## src/rtl/seq_pkg.sv

```systemverilog
// Shared opcodes, ctrl bit indices and state encoding for micro_sequencer.
// Build option: BEAT_CHECK_EN adds the beat_err monitor to the top.
package seq_pkg;

  localparam logic [3:0] OP_NOP = 4'h0;
  localparam logic [3:0] OP_MOV = 4'h1;
  localparam logic [3:0] OP_ADD = 4'h2;
  localparam logic [3:0] OP_SUB = 4'h3;
  localparam logic [3:0] OP_MUL = 4'h4;
  localparam logic [3:0] OP_DIV = 4'h5;
  localparam logic [3:0] OP_INC = 4'h6;
  localparam logic [3:0] OP_DEC = 4'h7;
  localparam logic [3:0] OP_AND = 4'h8;
  localparam logic [3:0] OP_OR  = 4'h9;
  localparam logic [3:0] OP_NOT = 4'hA;
  localparam logic [3:0] OP_JMP = 4'hB;
  localparam logic [3:0] OP_JE  = 4'hC;
  localparam logic [3:0] OP_LD  = 4'hD;
  localparam logic [3:0] OP_ST  = 4'hE;
  localparam logic [3:0] OP_HLT = 4'hF;

  localparam int CTRL_FETCH = 0;
  localparam int CTRL_INC   = 9;
  localparam int CTRL_DEC   = 10;
  localparam int CTRL_NOT   = 11;
  localparam int CTRL_ADD   = 12;
  localparam int CTRL_SUB   = 13;
  localparam int CTRL_MOV   = 15;
  localparam int CTRL_MUL   = 16;
  localparam int CTRL_DIV   = 17;
  localparam int CTRL_AND   = 18;
  localparam int CTRL_OR    = 19;
  localparam int CTRL_LD    = 20;
  localparam int CTRL_ST    = 21;
  localparam int CTRL_JMP   = 25;
  localparam int CTRL_JE    = 26;

  typedef enum logic [2:0] {
    S_IDLE,
    S_FETCH,
    S_EXEC,
    S_HOLD,
    S_HALT
  } state_t;

endpackage

```

## src/rtl/micro_rom.sv

```systemverilog
// Opcode to one-hot microinstruction decode.
// Also flags the ops that read a source register.
module micro_rom
  import seq_pkg::*;
#(
  parameter int CTRL_W = 28
) (
  input  logic [3:0]        op,
  output logic [CTRL_W-1:0] ctrl,
  output logic              two_op
);

  always_comb begin
    ctrl   = '0;
    two_op = 1'b0;
    case (op)
      OP_MOV: begin ctrl[CTRL_MOV] = 1'b1; two_op = 1'b1; end
      OP_ADD: begin ctrl[CTRL_ADD] = 1'b1; two_op = 1'b1; end
      OP_SUB: begin ctrl[CTRL_SUB] = 1'b1; two_op = 1'b1; end
      OP_MUL: begin ctrl[CTRL_MUL] = 1'b1; two_op = 1'b1; end
      OP_DIV: begin ctrl[CTRL_DIV] = 1'b1; two_op = 1'b1; end
      OP_AND: begin ctrl[CTRL_AND] = 1'b1; two_op = 1'b1; end
      OP_OR:  begin ctrl[CTRL_OR]  = 1'b1; two_op = 1'b1; end
      OP_INC: ctrl[CTRL_INC] = 1'b1;
      OP_DEC: ctrl[CTRL_DEC] = 1'b1;
      OP_NOT: ctrl[CTRL_NOT] = 1'b1;
      OP_JMP: ctrl[CTRL_JMP] = 1'b1;
      OP_JE:  ctrl[CTRL_JE]  = 1'b1;
      OP_LD:  ctrl[CTRL_LD]  = 1'b1;
      OP_ST:  ctrl[CTRL_ST]  = 1'b1;
      default: ;
    endcase
  end

endmodule

```

## src/rtl/micro_sequencer.sv

```systemverilog
// Fetch/execute micro-sequencer paced by the T[7:0] beat ring.
// Build option: BEAT_CHECK_EN adds the sticky beat_err output.
module micro_sequencer
  import seq_pkg::*;
#(
  parameter int CTRL_W    = 28,
  parameter int TGT_W     = 4,
  parameter int MC_CYCLES = 2
) (
  input  logic              clk,
  input  logic              rst,
  input  logic [7:0]        T,
  input  logic [7:0]        ir,
  output logic [CTRL_W-1:0] ctrl,
  output logic [TGT_W-1:0]  Tgt1,
  output logic [TGT_W-1:0]  Tgt2,
  output logic              fetch,
  output logic              halted
`ifdef BEAT_CHECK_EN
  ,
  output logic              beat_err
`endif
);

  localparam logic [TGT_W-1:0] ONE = {{(TGT_W-1){1'b0}}, 1'b1};

  state_t            st, st_n;
  logic [1:0]        cnt, cnt_n;
  logic [3:0]        op_q, op_n;
  logic [CTRL_W-1:0] ctrl_n, rom_ctrl;
  logic [TGT_W-1:0]  t1_n, t2_n;
  logic              fetch_n, halted_n;
  logic              two_op, to_fetch;

  // Decode the live ir so the EXEC word is ready at the FETCH boundary.
  micro_rom #(.CTRL_W(CTRL_W)) u_rom (
    .op     (ir[7:4]),
    .ctrl   (rom_ctrl),
    .two_op (two_op)
  );

  always_comb begin
    st_n     = st;
    cnt_n    = cnt;
    op_n     = op_q;
    ctrl_n   = ctrl;
    t1_n     = Tgt1;
    t2_n     = Tgt2;
    fetch_n  = fetch;
    halted_n = halted;
    to_fetch = 1'b0;
    if (T[7]) begin
      case (st)
        S_IDLE: to_fetch = 1'b1;
        S_FETCH: begin
          op_n    = ir[7:4];
          fetch_n = 1'b0;
          if (ir[7:4] == OP_HLT) begin
            st_n     = S_HALT;
            ctrl_n   = '0;
            t1_n     = '0;
            t2_n     = '0;
            halted_n = 1'b1;
          end else begin
            st_n   = S_EXEC;
            ctrl_n = rom_ctrl;
            t1_n   = (ir[7:4] inside {OP_NOP, OP_JMP, OP_JE})
                   ? '0 : ONE << ir[3:2];
            t2_n   = two_op ? ONE << ir[1:0] : '0;
          end
        end
        S_EXEC: begin
          if ((op_q inside {OP_MUL, OP_DIV}) && MC_CYCLES > 1) begin
            st_n  = S_HOLD;
            cnt_n = 2'd1;
          end else begin
            to_fetch = 1'b1;
          end
        end
        S_HOLD: begin
          if (cnt == 2'(MC_CYCLES - 1)) to_fetch = 1'b1;
          else cnt_n = cnt + 2'd1;
        end
        default: ;
      endcase
    end
    if (to_fetch) begin
      st_n               = S_FETCH;
      cnt_n              = 2'd0;
      ctrl_n             = '0;
      ctrl_n[CTRL_FETCH] = 1'b1;
      t1_n               = '0;
      t2_n               = '0;
      fetch_n            = 1'b1;
    end
  end

  always_ff @(posedge clk or negedge rst) begin
    if (!rst) begin
      st     <= S_IDLE;
      cnt    <= 2'd0;
      op_q   <= 4'd0;
      ctrl   <= '0;
      Tgt1   <= '0;
      Tgt2   <= '0;
      fetch  <= 1'b0;
      halted <= 1'b0;
    end else begin
      st     <= st_n;
      cnt    <= cnt_n;
      op_q   <= op_n;
      ctrl   <= ctrl_n;
      Tgt1   <= t1_n;
      Tgt2   <= t2_n;
      fetch  <= fetch_n;
      halted <= halted_n;
    end
  end

`ifdef BEAT_CHECK_EN
  logic [7:0] prev_t;
  logic       bad_beat;

  // A zero T is a paused ring and never counts against the rotation.
  always_comb begin
    bad_beat = 1'b0;
    if (T != 8'd0)
      bad_beat = ((T & (T - 8'd1)) != 8'd0) ||
                 ((prev_t != 8'd0) &&
                  (T != {prev_t[6:0], prev_t[7]}));
  end

  always_ff @(posedge clk or negedge rst) begin
    if (!rst) begin
      prev_t   <= 8'd0;
      beat_err <= 1'b0;
    end else begin
      if (bad_beat) beat_err <= 1'b1;
      if (T != 8'd0) prev_t <= T;
    end
  end
`else
  logic unused_t;
  assign unused_t = ^T[6:0];
`endif

endmodule

```

## config.mk

```make
export PLATFORM = sky130hd
export DESIGN_NAME = micro_sequencer
export DESIGN_NICKNAME = d
export VERILOG_FILES = /design/src/rtl/seq_pkg.sv /design/src/rtl/micro_rom.sv /design/src/rtl/micro_sequencer.sv
export SDC_FILE = /design/constraint.sdc
export NUM_CORES = 1
export LEC_CHECK = 0
export ABC_AREA = 1
export CORE_ASPECT_RATIO = 0.9
export CORE_MARGIN = 2
export CORE_UTILIZATION = 30
export CTS_CLUSTER_SIZE = 8
export DETAILED_ROUTE_END_ITERATION = 16
export GPL_ROUTABILITY_DRIVEN = 0
export PLACE_DENSITY = 0.53
export SYNTH_ARGS = -nofsm -noshare
export SYNTH_HDL_FRONTEND = slang
export SYNTH_SLANG_ARGS = --single-unit
```

## constraint.sdc

```tcl
create_clock -name clk -period 1.59 [get_ports clk]
set_input_delay 0.3975 -clock clk [delete_from_list [all_inputs] [get_ports clk]]
set_output_delay 0.3975 -clock clk [all_outputs]
set_load 0.05 [all_outputs]
```

# After elaboration in Yosys (flattened, before gate mapping)
# Index checks and enable logic that the tools add are counted.
[op_classes]
addsub = 1
n_eq_ne = 23
n_shift = 2
n_mux = 46
reduce_logical = 14
[ops]
columns = ["op", "n"]
rows = [
  ["28-bit two-way mux", 3],
  ["4-bit two-way mux", 10],
  ["4-bit equality test (second input constant)", 8],
  ["27-bit two-way mux", 1],
  ["4-bit by 3-bit equality test with 1-bit output (second input constant)", 6],
  ["1-bit two-way mux", 21],
  ["3-bit two-way mux", 4],
  ["3-bit nonzero test", 3],
  ["4-bit by 2-bit equality test with 1-bit output (second input constant)", 2],
  ["2-bit two-way mux", 4],
  ["1-bit by 2-bit left shift with 4-bit output (first input constant)", 2],
  ["7-bit OR reduction", 1],
  ["3-bit by 2-bit equality test with 1-bit output (second input constant)", 2],
  ["3-bit != test (second input constant)", 2],
  ["3-bit one-hot mux with 2 select lines", 1],
  ["3-bit AND reduction", 2],
  ["2-bit nonzero test", 3],
  ["4-bit by 1-bit equality test with 1-bit output (second input constant)", 1],
  ["4-bit logical NOT", 1],
  ["2-bit one-hot mux with 2 select lines", 1],
  ["2-bit AND reduction", 2],
  ["4-bit AND reduction", 1],
  ["3-bit by 1-bit equality test with 1-bit output (second input constant)", 1],
  ["3-bit logical NOT", 1],
  ["other kinds (3)", 3],
]
[word_totals]
ff_bits = 47
in_bits = 18
output_inout_bits = 38
elab_cells = 94

# Depth between registers and ports, before layout
[depth]
ltp_word = 8
mapped_depth = 9
mapped_depth_nobuf = 8

# Modules after synthesis
# A second synthesis with hierarchy kept.
[unflattened]
cells_unflattened = 342
hier_area_um2 = 2508.7
[modules_own_cells]
columns = ["mod", "n_inst", "cells_each", "area_per_inst_um2", "seq_area_each_um2"]
rows = [
  ["micro_sequencer", 1, 297, 2283.4, 1151.1],
  ["micro_rom", 1, 45, 225.2, 0.0],
]

# Worst setup path after synthesis
# No wires, ideal clock.
[synth_path]
path_kind = "reg2out"
start = "register ctrl[0]"
end = "output port ctrl[0]"
arrival_time_ns = 0.904
t_required_ns = 1.192
setup_slack_ns = 0.289
stages_incl_launch_ff = 2
path_buffers = 1
path_cell_list = "dfrtp_1 > buf_4"
[synth_lines]
columns = ["element", "line", "source"]
rows = [
  ["start: declaration", "micro_sequencer.sv:14", "output logic [CTRL_W-1:0] ctrl,"],
  ["start signal: assignment", "micro_sequencer.sv:112", "ctrl <= ctrl_n;"],
]
# No word-level cell between the ends.

# Worst setup path after layout
[layout_path]
start = "input port ir[6]"
end = "register Tgt2[2]"
[layout_via]
elab_chain_cells = 8
word_cells_on_any_way = 15
cone_classes = "8 x eq/ne; 6 x mux; 1 x reduce/logical"
[layout_rtl]
columns = ["element", "line", "source"]
rows = [
  ["start: declaration", "micro_sequencer.sv:13", "input logic [7:0] ir,"],
  ["4-bit by 2-bit equality test with 1-bit output, or another cell as far along", "micro_rom.sv:16", "case (op)"],
  ["7-bit OR reduction (no line)", "--", ""],
  ["1-bit two-way mux", "micro_rom.sv:16", ""],
  ["4-bit two-way mux", "micro_sequencer.sv:69", "t2_n = two_op ? ONE << ir[1:0] : '0;"],
  ["4-bit two-way mux *", "micro_sequencer.sv:58", "if (ir[7:4] == OP_HLT) begin"],
  ["4-bit two-way mux *", "micro_sequencer.sv:53", "case (st)"],
  ["4-bit two-way mux *", "micro_sequencer.sv:52", "if (T[7]) begin"],
  ["4-bit two-way mux *", "micro_sequencer.sv:87", "if (to_fetch) begin"],
  ["end signal: assignment", "micro_sequencer.sv:114", "Tgt2 <= t2_n;"],
  ["end: declaration", "micro_sequencer.sv:16", "output logic [TGT_W-1:0] Tgt2,"],
]
# Every way passes the cells marked *; elsewhere a longest branch is shown, timed or not. The select of a mux whose other input is x is not followed.
# A chain may end at the register's enable or synchronous reset.

==> flow_summary.json <==
{
  "ant_nets": 0,
  "antenna_cells": 0,
  "critPathMaxFanout": 4,
  "grt_max_degree": 33,
  "crit_top_cell": "nand3_1",
  "die_w_um": 84.0,
  "multi_input_area_um2": 717,
  "postCtsSetupBuffers": 0,
  "end_kind": "register",
  "leakagePower_nw": 1.31,
  "async_flop_share_pct": 100,
  "cpLargestDelayFamily": "buffers and inverters",
  "clockBufferDepth": 2,
  "first_pass_iters": 4,
  "rsz0062_at_grt": "false",
  "setup_viol": 0,
  "synth_ff_type": "dfrtp_1",
  "maxCapViolations": 0,
  "crit_cells": 7,
  "place_hpwl_um": 2840,
  "finalWirelength_um": 3820,
  "setup_ws_ns": 0.0789,
  "fin_crit_sh_pct": 95.0,
  "ys_types": 26,
  "yosysWarnings": 0,
  "drc": 0,
  "slew_violations": 0,
  "path_buf_inv": 2,
  "status": "completed",
  "ir_drop_mv": 0.414,
  "netlist_top_cells_area": "dfrtp_1 (46%), nand2_1 (9.8%), buf_4 (6.5%), nand3_1 (6.4%), a21oi_1 (5.5%)",
  "synth-edff-count": 0,
  "ctsHoldBuffers": 0,
  "finalCriticalPeriod_ns": 1.51,
  "area_growth_pct": 55.7,
  "finClkSkew_ns": 0.00445,
  "antenna_found_initial": 0,
  "die_area_um2": 6380,
  "drive_above_1_share_pct": 29.2,
  "first_global_vias": 1459,
  "grt_overflow": 0,
  "cp.arrival_ns": 1.72,
  "cts_resized": 0,
  "clk_latency_ns": 0.28,
  "reg2regPathDepth": 9,
  "avgRoutedWirePerCell_um": 11.2,
  "syn_area_per_cell_um2": 8.22,
  "crit_type": "in2reg",
  "worstSetupStartpointType": "input port",
  "synth_common_cells": "nand2_1 (45), dfrtp_1 (32), nand3_1 (22)",
  "slowest_delay_ns": 0.56,
  "initial_core_util_pct": 30.7,
  "core_area_um2": 5630,
  "synth_top_area_share_pct": 46.4,
  "clockRootBuffer": "clkbuf_8",
  "numCtsBuffers": 5,
  "cts_tree": "done",
  "die_h_um": 76.0,
  "clock-sinks": 32,
  "holdCritPathClass": "in2async",
  "finish.utilization_pct": 47.8,
  "path_cells": "clkdlybuf4s50_1 -> inv_2 -> nor2_1 -> o21ai_0 -> nand3_1 -> nand3_1 -> a21oi_1",
  "drt_iter0_drc": 41,
  "vias": 1494,
  "cts_htree_levels": 2,
  "synthesis.area_um2": 1730,
  "final_nets": 289,
  "num_io_pins": 56,
  "ys_ff_latch": 32,
  "rows": 26,
  "synth_area_leader_cell": "dfrtp_1",
  "grt_first_pass_wirelength_um": 6770,
  "post-place-ws_ns": -0.242,
  "postSynthCellCount": 210,
  "seq_area_frac_synth_pct": 46.4,
  "vias_per_cell": 4.38,
  "seq_area_um2": 801,
  "powerDensity_nw_per_um2": 767,
  "port_buffers": 35,
  "grt_util_all_layers_pct": 13.2,
  "fillCellCount": 537,
  "clkTransAtPathRegs_ns": 0.07,
  "fmax_ghz": 0.662,
  "hold_violations": 0,
  "cp_data_required_time_ns": 1.80,
  "synth_most_common_cell": "nand2_1",
  "crit_path_top_delay_cell": "clkdlybuf4s50_1"
}
[cell type report]
class	instances	share of cell area [%]
Clock buffer	7	3.58
Sequential cell	32	29.8
Timing Repair Buffer	61	32.1
Tap cell	70	3.26
Inverter	24	3.45
Clock inverter	1	1.12
Multi-Input combinational cell	146	26.7
[worst paths after layout]
kind / to / slack, ns / startpoint
min: st[1] / 0.47 / rst
min in group clk: op_q[3] / 0.48 / ir[7]
min reg2reg: op_q[1] / 0.48 / op_q[1]
max: Tgt2[2] / 0.08 / ir[6]
max reg2reg: Tgt1[2] / 0.20 / st[0]
max in group asynchronous: ctrl[26] / 0.95 / rst
[cell usage in the layout, fill, tap and decap left out, types with 8 or more instances in the layout]
master / synthesis / layout
inv_1: 20 / 19
nor2_1: 18 / 16
a21oi_1: 19 / 19
buf_4: 15 / 21
buf_12: 0 / 30
nand3_1: 22 / 22
conb_1: 1 / 13
nand2_1: 45 / 44
o21ai_0: 8 / 8
dfrtp_1: 32 / 32
clkdlybuf4s50_1: 0 / 8
[metrics by stage]
step | power, mW | instances | TNS (ns) | area (µm²) | hold WS (ns)
2_1_floorplan | 1.07 | 222 | 0 | 1770 | 0.102
3_3_place_gp | 1.21 | 333 | -2.70 | 2550 | 0.466
3_5_place_dp | 1.21 | 333 | -3.03 | 2550 | 0.469
4_1_cts | 2.10 | 341 | 0 | 2680 | 0.474
5_1_grt | 2.16 | 341 | 0 | 2690 | 0.475
6_report | 2.06 | 341 | 0 | 2690 | 0.470
[power breakdown]
group / leakage, nW / switching, mW / internal (mW)
clock network: 0.0645 / 0.311 / 0.553
registers: 0.415 / 0.0211 / 0.837
logic: 0.832 / 0.212 / 0.129
[registers in the layout (all words and copies together) (netlist names)]
signal,count
halted,1
op_q,3
Tgt2,4
cnt,2
Tgt1,4
st,3
ctrl,15
[worst register-to-register path, delay by kind of cell (launching register included)]
kind | cells | cell delay, ns
buffers and inverters | 2 | 0.24
flip-flops | 1 | 0.45
AND/OR/NAND/NOR | 7 | 0.63
[kinds of logic (layout without fill, tap and decap cells)]
| logic type | after synthesis | in the layout | share of synthesized area, % |
|---|---|---|---|
| other cells | 1 | 13 | 0.217 |
| fa+ha+maj | 1 | 1 | 0.725 |
| buf+inv | 44 | 93 | 15.1 |
| compound gates | 31 | 31 | 9.78 |
| flops | 32 | 32 | 46.4 |
| simple gates | 101 | 101 | 27.8 |
[per-layer routing]
layer	track usage, %	part of all wire (%)	vias up
met5	0	0	-
met4	4.84	0.92	0
met3	3.36	4.7	5
met2	20.7	45	48
met1	17.7	49	679
li1	-	-	762
Note: power is estimated with default switching activity, not from simulation.
==> RTL change 1 (same settings) <==
`TGT_W`: 4 -> 5.
--- a/src/rtl/micro_sequencer.sv
+++ b/src/rtl/micro_sequencer.sv
@@ -6,3 +6,3 @@
   parameter int CTRL_W    = 28,
-  parameter int TGT_W     = 4,
+  parameter int TGT_W     = 5,
   parameter int MC_CYCLES = 2
Interface: changed (resized Tgt1 and Tgt2); port bits go from 56 to 58. No check against the original RTL was run, so the function may have changed too.
==> RTL change 1 against the original RTL <==
- setup slack improved by 0.053 ns
- cell area decreased by 3.0%
- total power is 8.5% lower
- sequential cell count did not move
- largest cell class is now sequential cells
- critical endpoint is now Tgt1[0]$_DFFE_PN0P_
- die area rose by 0.90%
- register-to-register slack got worse by 0.07 ns
- area after synthesis up 0.94%
- maximum frequency is 3.6% higher
- critical path type is now reg2reg
- routed wire length shrank 2.1%
==> RTL change 1: results <==
[detailed_routing]
num_vias = 1467
wl_per_cell_um = 10.8
met3_length_um = 189
met2WireLength_um = 1630
wl_met1_um = 1870
drtIter0Drc = 69
routed.top_layer = met4

[final_layout]
multi_input_area_share_pct = 27.4
seq_area_share_pct = 30.8
syn2layout_area_growth_pct = 49.6
multi_input_gates = 151
drive_gt1_share_pct = 25.0
inverters = 29
multiInputGateArea_um2 = 713
fillers = 574
nClkBuffers = 7
final_nets = 295
buffers = 57
stdcell_count = 346
clk_share_pct = 3.69
post-route-util_pct = 46.1
buf_share_pct = 30.4

[logic_synthesis]
synth_common_cells = nand2_1 (50), dfrtp_1 (32), inv_1 (26)
ys_types = 27
synthTopCellsByArea = dfrtp_1 (46%), nand2_1 (11%), buf_4 (6.9%), inv_1 (5.6%), nor2_1 (5.4%)
syn_area_per_cell_um2 = 7.96
synth_flop_cell = dfrtp_1
yosysSeqAreaShare_pct = 45.9

[global_routing]
grt_pass1_wl_um = 6480
grt_use_met1_pct = 16.4
gr-usage-met3_pct = 3.58
grt_util_met2_pct = 20.0
grt_pass1_vias = 1415
gr-usage-all-layers_pct = 12.6

[timing]
clock_skew_ns = 0.00333

[critical_path]
cp-startpoint = st[2]$_DFFE_PN0P_
slowest_delay_ns = 0.40
crit_arrival_ns = 1.62
crit_path_max_fanout = 18
crit_slowest_cell = dfrtp_1
cpLargestDelayFamily = simple AND/OR/NAND/NOR gates

[run_status]
run_status = finished, final reports clean

[power]
power.leakage_nw = 1.36
swShare_pct = 27.6
pwr-share-clk_pct = 34.6
ir_drop_mv = 0.411
powerClk_mw = 0.653
seqPwrFrac_pct = 45.8

[placement]
dp_slack_ns = -0.220
place_inst = 339
hpwl_um = 2870
dpl_cell_area_um2 = 2490

[clock_network]
cts_setup_buffers = 0
cts_buffers = 5
clk_latency_ns = 0.27

[hold_path]
hold_path.class = in2reg
hold_start = ir[7]

[job]
maxCapViolations = 0
==> RTL change 1: cell families (layout without fill, tap and decap cells) <==
logic type | Yosys count | in the layout | synth area share, %
flip-flops | 32 | 32 | 45.9
other | 1 | 15 | 0.215
adder cells (fa/ha/maj) | 1 | 1 | 0.718
AO/OA/AOI/OAI | 29 | 29 | 9.26
buffers and inverters | 50 | 93 | 16.3
AND/OR/NAND/NOR | 106 | 106 | 27.6
==> RTL change 1: worst paths after layout <==
check,end,slack (ns),cells past startpoint
max,Tgt1[0]$_DFFE_PN0P_,0.13,8
min,op_q[3]$_DFFE_PN0P_,0.43,3
max reg2reg,Tgt1[0]$_DFFE_PN0P_,0.13,8
min reg2reg,op_q[2]$_DFFE_PN0P_,0.49,2
max in group asynchronous,st[0]$_DFFE_PN0P_,0.93,2
min in group asynchronous,st[0]$_DFFE_PN0P_,0.48,2
==> RTL change 1: what timing repair did <==
item / CTS / global route
setup endpoints to repair: 0 / 19
hold buffers: 0 / 0
resized for setup: 0 / 8
==> RTL change 2 (config.mk and constraints unchanged) <==
Without the edit above. The 5 states of `state_t` get a one-hot encoding in 5 bits.
--- a/src/rtl/seq_pkg.sv
+++ b/src/rtl/seq_pkg.sv
@@ -37,8 +37,8 @@
 
-  typedef enum logic [2:0] {
-    S_IDLE,
-    S_FETCH,
-    S_EXEC,
-    S_HOLD,
-    S_HALT
+  typedef enum logic [4:0] {
+    S_IDLE  = 5'b00001,
+    S_FETCH = 5'b00010,
+    S_EXEC  = 5'b00100,
+    S_HOLD  = 5'b01000,
+    S_HALT  = 5'b10000
   } state_t;
Behaviour: no difference found for any inputs over 10 cycles, from zero or initial values and one cycle with rst low; not proved beyond that.
==> RTL change 2 against the original RTL <==
- cell area is 3.3% higher
- cell count rose by 9.4%
- die area rose by 6.1%
- maximum frequency rose by 5.1%
- area after synthesis rose by 6.4%
- sequential cell count up 2
- setup slack better by 0.073 ns
- routed wire length increased by 11%
- critical path depth stayed put
- critical path type is now reg2reg
Power is not compared: it rests on default switching activity, and its combinational part moved more than twofold at a synthesized area within 25%.
==> RTL change 2: results <==
[detailed_routing]
dr.pass1.iters = 4
avgViaCountPerCell = 4.25
drtIter0Drc = 46
wl_met1_um = 2070
wl_per_cell_um = 11.4
met2WireLength_um = 1830
routed.top_layer = met4
met3_length_um = 225

[final_layout]
fillers = 580
final_nets = 319
largest_registers = ctrl (15), st (5)
stdcell_count = 373
drive_gt1_share_pct = 25.9
n_antenna_cell = 0

[clock_network]
clk_pin_slew_worst_paths_ns = 0.07
cts_buffers = 5
cts.path.max_buffers = 2
clk_latency_ns = 0.29
cts_max_level = 2
cts_root_buf = clkbuf_8

[global_routing]
grt_pass1_vias = 1640
grt_pass1_wl_um = 7580
grt_max_degree = 35
antenna_found_initial = 0
gr-usage-all-layers_pct = 14.3

[hold_path]
hold_path.class = reg2reg
hold_start = st[0]$_DFFE_PN1P_

[logic_synthesis]
synth_cells = 239
async_flop_share_pct = 100
synth_edf_count = 0
yosys_warnings = 0
synth_common_cells = nand2_1 (62), dfrtp_1 (33), inv_1 (32)
ys_types = 25
synth_flop_cell = dfrtp_1
synthTopCellsByArea = dfrtp_1 (45%), nand2_1 (13%), inv_1 (6.5%), buf_4 (5.7%), nor2_1 (5.3%)
yosysSeqAreaShare_pct = 46.4

[critical_path]
critical_path_class = reg2reg
crit_path_max_fanout = 9
crit_arrival_ns = 1.62
critical_path.reg2reg.startpoint = st[2]$_DFFE_PN0P_

[timing]
clock_skew_ns = 0.00899

[run_status]
run_status = finished, final reports clean

[placement]
hpwl_um = 3050
place_inst = 364
io_buffers = 35
dpl_cell_area_um2 = 2640

[power]
ir_drop_mv = 1.05
power_density_nw_per_um2 = 1790
power.leakage_nw = 1.45
-- RTL change 2: path summary, 6_finish.rpt --
| path | to | slack, ns | depth (start not counted) |
|---|---|---|---|
| setup / recovery | st[2]$_DFFE_PN0P_ | 0.15 | 7 |
| hold / removal | st[0]$_DFFE_PN1P_ | 0.47 | 2 |
| setup reg to reg | st[2]$_DFFE_PN0P_ | 0.15 | 7 |
| hold reg to reg | st[0]$_DFFE_PN1P_ | 0.47 | 2 |
| max in group asynchronous | st[0]$_DFFE_PN1P_ | 0.87 | 2 |
| min in group asynchronous | ctrl[15]$_DFFE_PN0P_ | 0.48 | 2 |
-- RTL change 2: stage by stage --
stage	worst slack, ns	setup TNS (ns)
2_1_floorplan	0.289	0
3_3_place_gp	-0.252	-6.14
3_5_place_dp	-0.245	-5.83
4_1_cts	0.0372	0
5_1_grt	-0.0238	-0.0301
6_report	0.152	0
-- RTL change 2: repair_timing --
action | 4_1_cts | 5_1_grt
buffers inserted | 0 | 1
endpoints found under the setup margin | 0 | 20
resized for setup | 0 | 16
-- RTL change 2: worst max-delay path, cell delays in order, from the launching register on --
cell and delay (ns):
dfrtp_1 0.44, nor2_4 0.15, nand4_1 0.17, nand3_2 0.14, nand2_2 0.10, buf_4 0.19, nand3_1 0.08, nand2_1 0.05
-- RTL change 2: layout make-up --
| type | instances | area share, % |
|---|---|---|
| Tap cell | 72 | 3.24 |
| Inverter | 34 | 4.69 |
| Clock buffer | 7 | 3.11 |
| Clock inverter | 1 | 0.180 |
| Timing Repair Buffer | 62 | 30.3 |
| Multi-Input combinational cell | 163 | 27.8 |
| Sequential cell | 34 | 30.7 |
-- RTL change 2: cells by family (layout without fill, tap and decap cells) --
kind of cell	after synthesis	after routing	share of synthesized area [%]
and+or+nand+nor	118	118	28.5
buffers and inverters	54	104	15.5
DFF	34	34	46.4
AOI/OAI and AO/OA	31	31	8.72
adders and majority gates	1	1	0.681
other	1	13	0.204
-- RTL change 2: per-layer routing --
layer	global-route usage (%)	vias up
met1	19.8	696
met5	0	-
met2	20.6	39
met3	4.00	10
met4	6.72	0
li1	-	842
-- RTL change 2: where the power goes --
group | switching (mW) | internal [mW] | total, mW
Clock | 0.325 | 0.349 | 0.674
Sequential | 0.333 | 1.18 | 1.51
Combinational | 1.53 | 1.24 | 2.77
Total | 2.19 | 2.77 | 4.96
